[config.mk]
export PLATFORM = sky130hd
export DESIGN_NAME = uart_tx
export DESIGN_NICKNAME = d
export VERILOG_FILES = /design/src/rtl/uart_pkg.sv /design/src/rtl/uart_fifo.sv /design/src/rtl/uart_tx.sv
export SDC_FILE = /design/constraint.sdc
export NUM_CORES = 1
export LEC_CHECK = 0
export CAP_MARGIN = 15
export CORE_MARGIN = 8
export CORE_UTILIZATION = 30
export CTS_CLUSTER_SIZE = 24
export DETAILED_ROUTE_END_ITERATION = 12
export DONT_BUFFER_PORTS = 1
export SYNTH_ARGS = -nofsm -noshare
export SYNTH_HDL_FRONTEND = slang
export SYNTH_SLANG_ARGS = --single-unit
export TNS_END_PERCENT = 50
[constraint.sdc]
create_clock -name clk -period 3.1 [get_ports clk]
set_input_delay 0.155 -clock clk [delete_from_list [all_inputs] [get_ports clk]]
set_output_delay 0.155 -clock clk [all_outputs]
set_load 0.03 [all_outputs]
[src/rtl/uart_pkg.sv]
// Shared UART definitions: transmitter state encoding and line levels.
// Also used by the receiver, so keep the line-level constants stable.
package uart_pkg;

    typedef enum logic [1:0] {
        IDLE  = 2'd0,
        START = 2'd1,
        DATA  = 2'd2,
        STOP  = 2'd3
    } uart_tx_state_t;

    localparam logic UART_IDLE_LEVEL  = 1'b1;
    localparam logic UART_START_LEVEL = 1'b0;

endpackage

[src/rtl/uart_fifo.sv]
// Synchronous FIFO with wrap-bit pointers and a registered level.
// Head is visible the same cycle it becomes non-empty; pop takes effect on the edge.
// A push while full and a pop while empty are ignored.
module uart_fifo #(
    parameter int WIDTH = 8,
    parameter int DEPTH = 4
) (
    input  logic                     clk,
    input  logic                     res,
    input  logic                     push,
    input  logic [WIDTH-1:0]         push_data,
    input  logic                     pop,
    output logic [WIDTH-1:0]         head,
    output logic                     full,
    output logic                     empty,
    output logic [$clog2(DEPTH):0]   level
);
    localparam int AW = $clog2(DEPTH);

    logic [WIDTH-1:0] mem [DEPTH];
    logic [AW:0]      wr_ptr;
    logic [AW:0]      rd_ptr;
    logic             do_push;
    logic             do_pop;

    // Pointers differ only in the wrap bit when full, so the difference is the level.
    assign level   = wr_ptr - rd_ptr;
    assign full    = (level == (AW+1)'(DEPTH));
    assign empty   = (level == '0);
    assign do_push = push && !full;
    assign do_pop  = pop && !empty;
    assign head    = mem[rd_ptr[AW-1:0]];

    always_ff @(posedge clk) begin
        if (res) begin
            wr_ptr <= '0;
            rd_ptr <= '0;
        end else begin
            if (do_push) wr_ptr <= wr_ptr + (AW+1)'(1);
            if (do_pop)  rd_ptr <= rd_ptr + (AW+1)'(1);
        end
    end

    always_ff @(posedge clk) begin
        if (do_push) mem[wr_ptr[AW-1:0]] <= push_data;
    end

endmodule

[src/rtl/uart_tx.sv]
// UART transmitter: queues bytes in a FIFO and serialises start/data(LSB first)/stop bits.
// Each bit starts one clk after a baud_tick edge; first start bit waits for the next tick.
// tx_ready drops when the FIFO is full; a push into a full FIFO is refused.
module uart_tx #(
    parameter int DATA_BITS  = 8,
    parameter int STOP_BITS  = 1,
    parameter int FIFO_DEPTH = 4
) (
    input  logic                          clk,
    input  logic                          res,
    input  logic                          baud_tick,
    input  logic [DATA_BITS-1:0]          tx_data,
    input  logic                          tx_valid,
    output logic                          tx_ready,
    output logic                          tx,
    output logic                          busy,
    output logic [$clog2(FIFO_DEPTH):0]   fifo_level
);
    import uart_pkg::*;

    localparam int              CW        = $clog2(DATA_BITS);
    localparam logic [CW-1:0]   BIT_LAST  = CW'(DATA_BITS - 1);
    localparam logic            STOP_LAST = 1'(STOP_BITS - 1);

    uart_tx_state_t       state;
    logic [DATA_BITS-1:0] shift;
    logic [CW-1:0]        bit_cnt;
    logic                 stop_cnt;
    logic                 tx_q;
    logic                 push;
    logic                 pop;
    logic                 full;
    logic                 empty;
    logic [DATA_BITS-1:0] head;

    assign push     = tx_valid && tx_ready;
    assign tx_ready = !full;
    assign tx       = tx_q;
    assign busy     = (state != IDLE) || (fifo_level != '0);

    // Emptiness is the registered view, so a byte pushed on this edge is not popped on it.
    always_comb begin
        pop = 1'b0;
        if (baud_tick && !empty) begin
            if (state == IDLE)
                pop = 1'b1;
            else if (state == STOP && stop_cnt == STOP_LAST)
                pop = 1'b1;
        end
    end

    uart_fifo #(
        .WIDTH (DATA_BITS),
        .DEPTH (FIFO_DEPTH)
    ) u_fifo (
        .clk       (clk),
        .res       (res),
        .push      (push),
        .push_data (tx_data),
        .pop       (pop),
        .head      (head),
        .full      (full),
        .empty     (empty),
        .level     (fifo_level)
    );

    always_ff @(posedge clk) begin
        if (res) begin
            state    <= IDLE;
            tx_q     <= UART_IDLE_LEVEL;
            shift    <= '0;
            bit_cnt  <= '0;
            stop_cnt <= 1'b0;
        end else if (baud_tick) begin
            case (state)
                IDLE: begin
                    if (pop) begin
                        shift <= head;
                        tx_q  <= UART_START_LEVEL;
                        state <= START;
                    end
                end
                START: begin
                    tx_q    <= shift[0];
                    bit_cnt <= '0;
                    state   <= DATA;
                end
                DATA: begin
                    if (bit_cnt == BIT_LAST) begin
                        tx_q     <= UART_IDLE_LEVEL;
                        stop_cnt <= 1'b0;
                        state    <= STOP;
                    end else begin
                        shift   <= shift >> 1;
                        tx_q    <= shift[1];
                        bit_cnt <= bit_cnt + CW'(1);
                    end
                end
                STOP: begin
                    if (stop_cnt != STOP_LAST) begin
                        stop_cnt <= stop_cnt + 1'b1;
                    end else if (pop) begin
                        shift <= head;
                        tx_q  <= UART_START_LEVEL;
                        state <= START;
                    end else begin
                        state <= IDLE;
                    end
                end
                default: state <= IDLE;
            endcase
        end
    end

endmodule

Yosys cells after proc, flatten, opt, wreduce, memory -nomap -nowiden
Memory sizes are Yosys's and may differ from the RTL's. A register that Yosys moved wholly into a read port is not among the register bits.
Cells that the tools add are included.
{"block": "word_totals", "regBits": 21, "ramBits": 32, "input_bits": 12, "output_inout_bits": 6, "wordCells": 68, "mem_count": 1}
{"block": "op_classes", "addsub": 5, "eq_ne": 9, "n_mux": 25, "bitwise_logic": 1, "reduce_logical": 20}
{"memory": "u_fifo.mem", "depth": 4, "width": 8, "read_ports": 1, "rd_clocked_by_memory_dff": 1, "write_ports": 1, "line": "uart_fifo.sv:20", "rtl": "logic [WIDTH-1:0] mem [DEPTH];"}
{"cell": "two-way mux 8 bit", "n": 3}
{"cell": "case mux 8 bit (3 select lines)", "n": 1}
{"cell": "two-way mux 1 bit", "n": 11}
{"cell": "two-way mux 2 bit", "n": 5}
{"cell": "adder 3 x 1 -> 3 bit (second input constant)", "n": 3}
{"cell": "case mux 2 bit (4 select lines)", "n": 1}
{"cell": "AND reduction 4 bit", "n": 2}
{"cell": "== test 3 bit (second input constant)", "n": 2}
{"cell": "inequality test 2 bit (second input constant)", "n": 3}
{"cell": "case mux 3 bit (2 select lines)", "n": 1}
{"cell": "AND reduction 3 bit", "n": 2}
{"cell": "nonzero test 2 bit", "n": 3}
{"cell": "nonzero test 3 bit", "n": 2}
{"cell": "logical AND 1 bit", "n": 5}
{"cell": "== test 2 bit (second input constant)", "n": 2}
{"cell": "case mux 1 bit (4 select lines)", "n": 1}
{"cell": "logical NOT 3 bit", "n": 1}
{"cell": "two-way mux 3 bit", "n": 1}
{"cell": "subtractor 3 bit", "n": 1}
{"cell": "== test 2 x 1 -> 1 bit (second input constant)", "n": 1}
{"cell": "logical NOT 1 bit", "n": 2}
{"cell": "logical NOT 2 bit", "n": 1}
{"cell": "inequality test 2 x 1 -> 1 bit (second input constant)", "n": 1}
{"cell": "case mux 1 bit (2 select lines)", "n": 1}
{"cell": "other kinds (4)", "n": 4}

Logic depth before layout (Yosys ltp)
{"block": "depth", "depth_word": 8, "mapped_depth": 8, "mapped_depth_nobuf": 7}

Hierarchy
Synthesis repeated with hierarchy kept, for this count alone.
{"block": "hier_totals", "cells_unflattened": 194, "hier_area_um2": 2560.0}
{"module": "uart_fifo", "instances": 1, "cells_per_inst": 98, "area_each_um2": 1679.1}
{"module": "uart_tx", "instances": 1, "cells_per_inst": 96, "area_each_um2": 880.8}

Worst setup path before layout
OpenSTA, ideal clock, no wires.
{"block": "synth_path", "kind": "register -> register", "start": "register u_fifo.wr_ptr[0]", "end": "memory u_fifo.mem[0][0] (enable)", "setup_ps": 332, "arrival_time_ps": 1933, "required_ps": 2768, "setup_slack_ps": 835, "stages_incl_launch_ff": 7, "n_path_buf": 0, "synth_period_minus_slack_ps": 2265, "cell_sequence": "dfxtp_1 inv_1 ha_1 fa_1 xnor3_4 o21a_1 and2_1"}
{"block": "synth_between", "elab_chain_cells": 7}
{"item": "from (decl)", "line": "uart_fifo.sv:21", "rtl": "logic [AW:0] wr_ptr;"}
{"item": "from (signal assigned)", "line": "uart_fifo.sv:39", "rtl": "if (do_push) wr_ptr <= wr_ptr + (AW+1)'(1);"}
{"item": "subtractor 3 bit", "line": "uart_fifo.sv:27", "rtl": "assign level = wr_ptr - rd_ptr;"}
{"item": "== test 3 bit", "line": "uart_fifo.sv:28", "rtl": "assign full = (level == (AW+1)'(DEPTH));"}
{"item": "logical NOT 1 bit", "line": "uart_fifo.sv:30, uart_tx.sv:37"}
{"item": "logical AND 1 bit", "line": "uart_tx.sv:36", "rtl": "assign push = tx_valid && tx_ready;"}
{"item": "logical AND 1 bit", "line": "uart_fifo.sv:30", "rtl": "assign do_push = push && !full;"}
{"item": "two-way mux 1 bit", "line": "uart_fifo.sv:45", "rtl": "if (do_push) mem[wr_ptr[AW-1:0]] <= push_data;"}
{"item": "two-way mux 1 bit (not written as such)", "line": "uart_fifo.sv:45"}
{"item": "to (decl)", "line": "uart_fifo.sv:20"}
Several ways; a longest one is shown, not always the timed one.

Worst setup path in the final report
{"block": "layout_path", "start": "register u_fifo.wr_ptr[0]", "end": "output tx_ready"}
{"block": "layout_between", "elab_chain_cells": 3}
{"item": "subtractor 3 bit", "line": "uart_fifo.sv:27"}
{"item": "named net fifo_level[2]", "line": "uart_tx.sv:17", "rtl": "output logic [$clog2(FIFO_DEPTH):0] fifo_level"}
{"item": "== test 3 bit", "line": "uart_fifo.sv:28"}
{"item": "logical NOT 1 bit", "line": "uart_tx.sv:37", "rtl": "assign tx_ready = !full;"}
{"item": "to (decl)", "line": "uart_tx.sv:14", "rtl": "output logic tx_ready,"}
The timed path passes the listed nets, and every way through them passes these cells.

==> key figures <==
Run status
  • Outcome: finished clean

Worst setup path
  • Required @ worst endpoint: 2.94 ns
  • Element type at the critical path end: output pin
  • Arrival @ worst endpoint: 2.41 ns
  • R2r worst-path depth: 7
  • WS Path Type: register to output pin
  • Setup crit start kind: register
  • Reg2Reg Setup Slack: 0.57 ns
  • CP Max Fanout: 8
  • FF-to-FF End: shift[2]
  • Reg-to-Reg Start: u_fifo.wr_ptr[0]

Job
  • Max-Cap Viols: 0

Clock network
  • TritonCTS Buffers: 5
  • Clk pin slew, worst setup/hold paths: 0.10 ns
  • CTS sink count: 54
  • Clock tree buffer depth: 2
  • Htree depth: 2
  • Clk_lat worst skew: 0.31 ns
  • CTS resizes: 0
  • TritonCTS clock tree: built
  • Root Buffer: clkbuf_8

Global route
  • GR Util met3: 2.68%
  • Overflow after GRT: 0
  • First-pass GRT wire length: 6840 um
  • Total track usage: 7.66%
  • Vias in the first global route: 1370
  • Initial antenna violation count: 0
  • GR Util met2: 11.8%
  • Largest net degree at the start of global routing: 20
  • Gr busiest metal: met2
  • Met1 Use GR: 9.65%

Hold path
  • Hold path startpoint: res
  • Worst hold stages: 2
  • Worst Hold Class: primary input to register
  • WHS Endpoint: shift[5]

Place
  • Placed inst area: 2520 um2
  • Post-DP HPWL: 2810 um
  • Post-place setup slack: 0.544 ns
  • Port bufs: 0
  • Gpl congestion: 0.747

Pwr
  • Sequential power share: 43.9%
  • Clock power share: 17.7%
  • Leak: 0.928 nW
  • Pint: 0.00143 W
  • Max VDD drop: 0.000315 V
  • Pwr Total: 0.00235 W
  • Combinational fraction of design power: 38.5%
  • P per Cell Area: 869 nW/um2
  • Sw power: 0.000919 W
  • Switching Share: 39.1%

Timing
  • Max-slew headroom: 47.4%
  • RSZ-0062 raised after global routing: no
  • Fmax achieved: 390 MHz
  • Hold Slack: 0.0426 ns
  • Final setup margin: 0.535 ns
  • Worst clock skew: 0.0141 ns
  • Post-route clock period utilization: 82.8%
  • Setup Viol. Count Final: 0
  • Final hold viol count: 0
  • Slew @ Worst Pin: 0.789 ns
  • Slew Viols, Final: 0
  • Fin Setup TNS: 0 ns
  • Crit path time final: 2.57 ns

Synth
  • Yosys top cell by area: edfxtp_1
  • Synth Cell Area: 2420 um2
  • Synth cell types: 40
  • Asr flop ratio synth: 0%
  • Main synth FF type: edfxtp_1
  • Syn. warnings: 0
  • Post-synth EDFFs: 32
  • Yosys top cell area share: 39.7%
  • Gate Count Post-Synth: 171
  • Top cells by area, synth: edfxtp_1 40%, dfxtp_1 18%, mux4_2 7.4%
  • Yosys reg bits: 54
  • Post-synthesis sequential area ratio: 57.9%
  • Leading cell type by number of instances after synthesis: edfxtp_1
  • Top post-synthesis cells by count: 32 x edfxtp_1, 22 x dfxtp_1, 13 x ha_1
  • Synthesized Nets: 197
  • Avg Cell Area, Syn: 14.2 um2

Drt
  • Number of vias per cell: 4.63
  • Avg WL per Cell: 14.3 um
  • DRC: 0
  • DR pass1 iterations: 4
  • DR iter-0 viols: 57
  • Via count: 1309
  • Detailed Route WL: 4060 um
  • Post-route ant nets: 0

Cells and area
  • Share of cells above drive strength 1: 12.7%
  • Ant. Diodes: 0
  • Post-route cell area: 2710 um2
  • # fillers: 767
  • Nets@finish: 206
  • Area grow syn2layout: 11.8%

Die
  • DIE AREA: 11200 um2
  • Chip Width: 106 um
  • Effective utilization at floorplan: 31.2%
  • Core ar.: 7770 um2
  • Top-Level Pins: 18
  • FP Rows: 32
  • Die extent in y: 106 um
-- worst max-delay path by stage --
| stage | cells past startpoint | slack [ns] | start | to |
|---|---|---|---|---|
| final | 6 | 0.53 | u_fifo.wr_ptr[0] | tx_ready |
| after global placement | 6 | 0.60 | u_fifo.wr_ptr[0] | u_fifo.mem[2][3] |
| after CTS | 6 | 0.50 | u_fifo.wr_ptr[0] | tx_ready |
| after detailed placement | 7 | 0.54 | u_fifo.wr_ptr[0] | shift[3] |
| after global routing | 6 | 0.38 | u_fifo.wr_ptr[0] | tx_ready |
| after floorplan | 6 | 0.84 | u_fifo.wr_ptr[0] | u_fifo.mem[0][0] |
-- critical path: stages (launching register included) --
cell and delay, ns:
dfxtp_1 0.40, inv_1 0.10, ha_1 0.21, fa_1 0.42, xnor3_4 0.42, inv_1 0.28, nand2_1 0.28
-- layout by cell type (no fill, tap or decap), drive strengths merged, types with 3 or more instances in the layout --
| master | instances |
|---|---|
| a21oi | 4 |
| xnor2 | 3 |
| and2 | 4 |
| inv | 13 |
| a211oi | 3 |
| dfxtp | 22 |
| o21ai | 3 |
| dlygate4sd3 | 9 |
| clkbuf | 5 |
| edfxtp | 32 |
| nand2 | 7 |
| nor2 | 12 |
| a22oi | 3 |
| ha | 13 |
| o2bb2ai | 7 |
| mux4 | 8 |
| mux2i | 9 |
-- metal layers --
| metal | routed length (um) | part of all wire [%] | up-vias |
|---|---|---|---|
| met5 | 0 | 0 | - |
| met4 | 32 | 0.79 | 0 |
| met3 | 137 | 3.4 | 2 |
| met2 | 1920 | 47 | 16 |
| met1 | 1960 | 48 | 633 |
| li1 | - | - | 658 |
-- through the flow --
| stage | std cells | utilization [%] |
|---|---|---|
| after floorplan | 171 | - |
| after global placement | 266 | 32.5 |
| after detailed placement | 266 | 32.5 |
| after CTS | 283 | 34.9 |
| after global routing | 283 | 34.9 |
| final | 283 | 34.9 |
-- area by class of cell --
cell class | count | area (um2) | share of cell area [%]
clock buffers | 5 | 68.8 | 2.54
clock inverters | 3 | 28.8 | 1.06
inverters | 11 | 41.3 | 1.52
multi-input cells | 99 | 951 | 35.1
flip-flops and latches | 54 | 1400 | 51.7
well taps | 102 | 128 | 4.71
repair buffers | 9 | 90.1 | 3.33
-- registers in the layout, indices dropped and copies added (netlist names), named ones only --
name / flops
u_fifo.mem: 32
bit_cnt: 3
tx: 1
u_fifo.rd_ptr: 3
shift: 8
u_fifo.wr_ptr: 3
state: 2
-- kinds of logic after synthesis --
family	share of synthesized area, %
flops	57.9
simple gates	6.87
compound gates	10.7
buf+inv	2.89
mux	11.6
fa+ha+maj	7.54
xor+xnor	2.53
-- repair_timing --
item / CTS / global route
setup buffers: 0 / 0
endpoints found under the hold margin: 46 / 0
hold buffers: 9 / 0
-- power groups by stage --
stage | combinational, W | clock (W) | sequential, W
after floorplan | 0.000811 | 0 | 0.000992
final | 0.000905 | 0.000416 | 0.00103
after CTS | 0.000918 | 0.000431 | 0.00104
after global routing | 0.00100 | 0.000467 | 0.00106
after global placement | 0.000890 | 0 | 0.00105
after detailed placement | 0.000898 | 0 | 0.00105
Power figures use the tool's default switching activity.
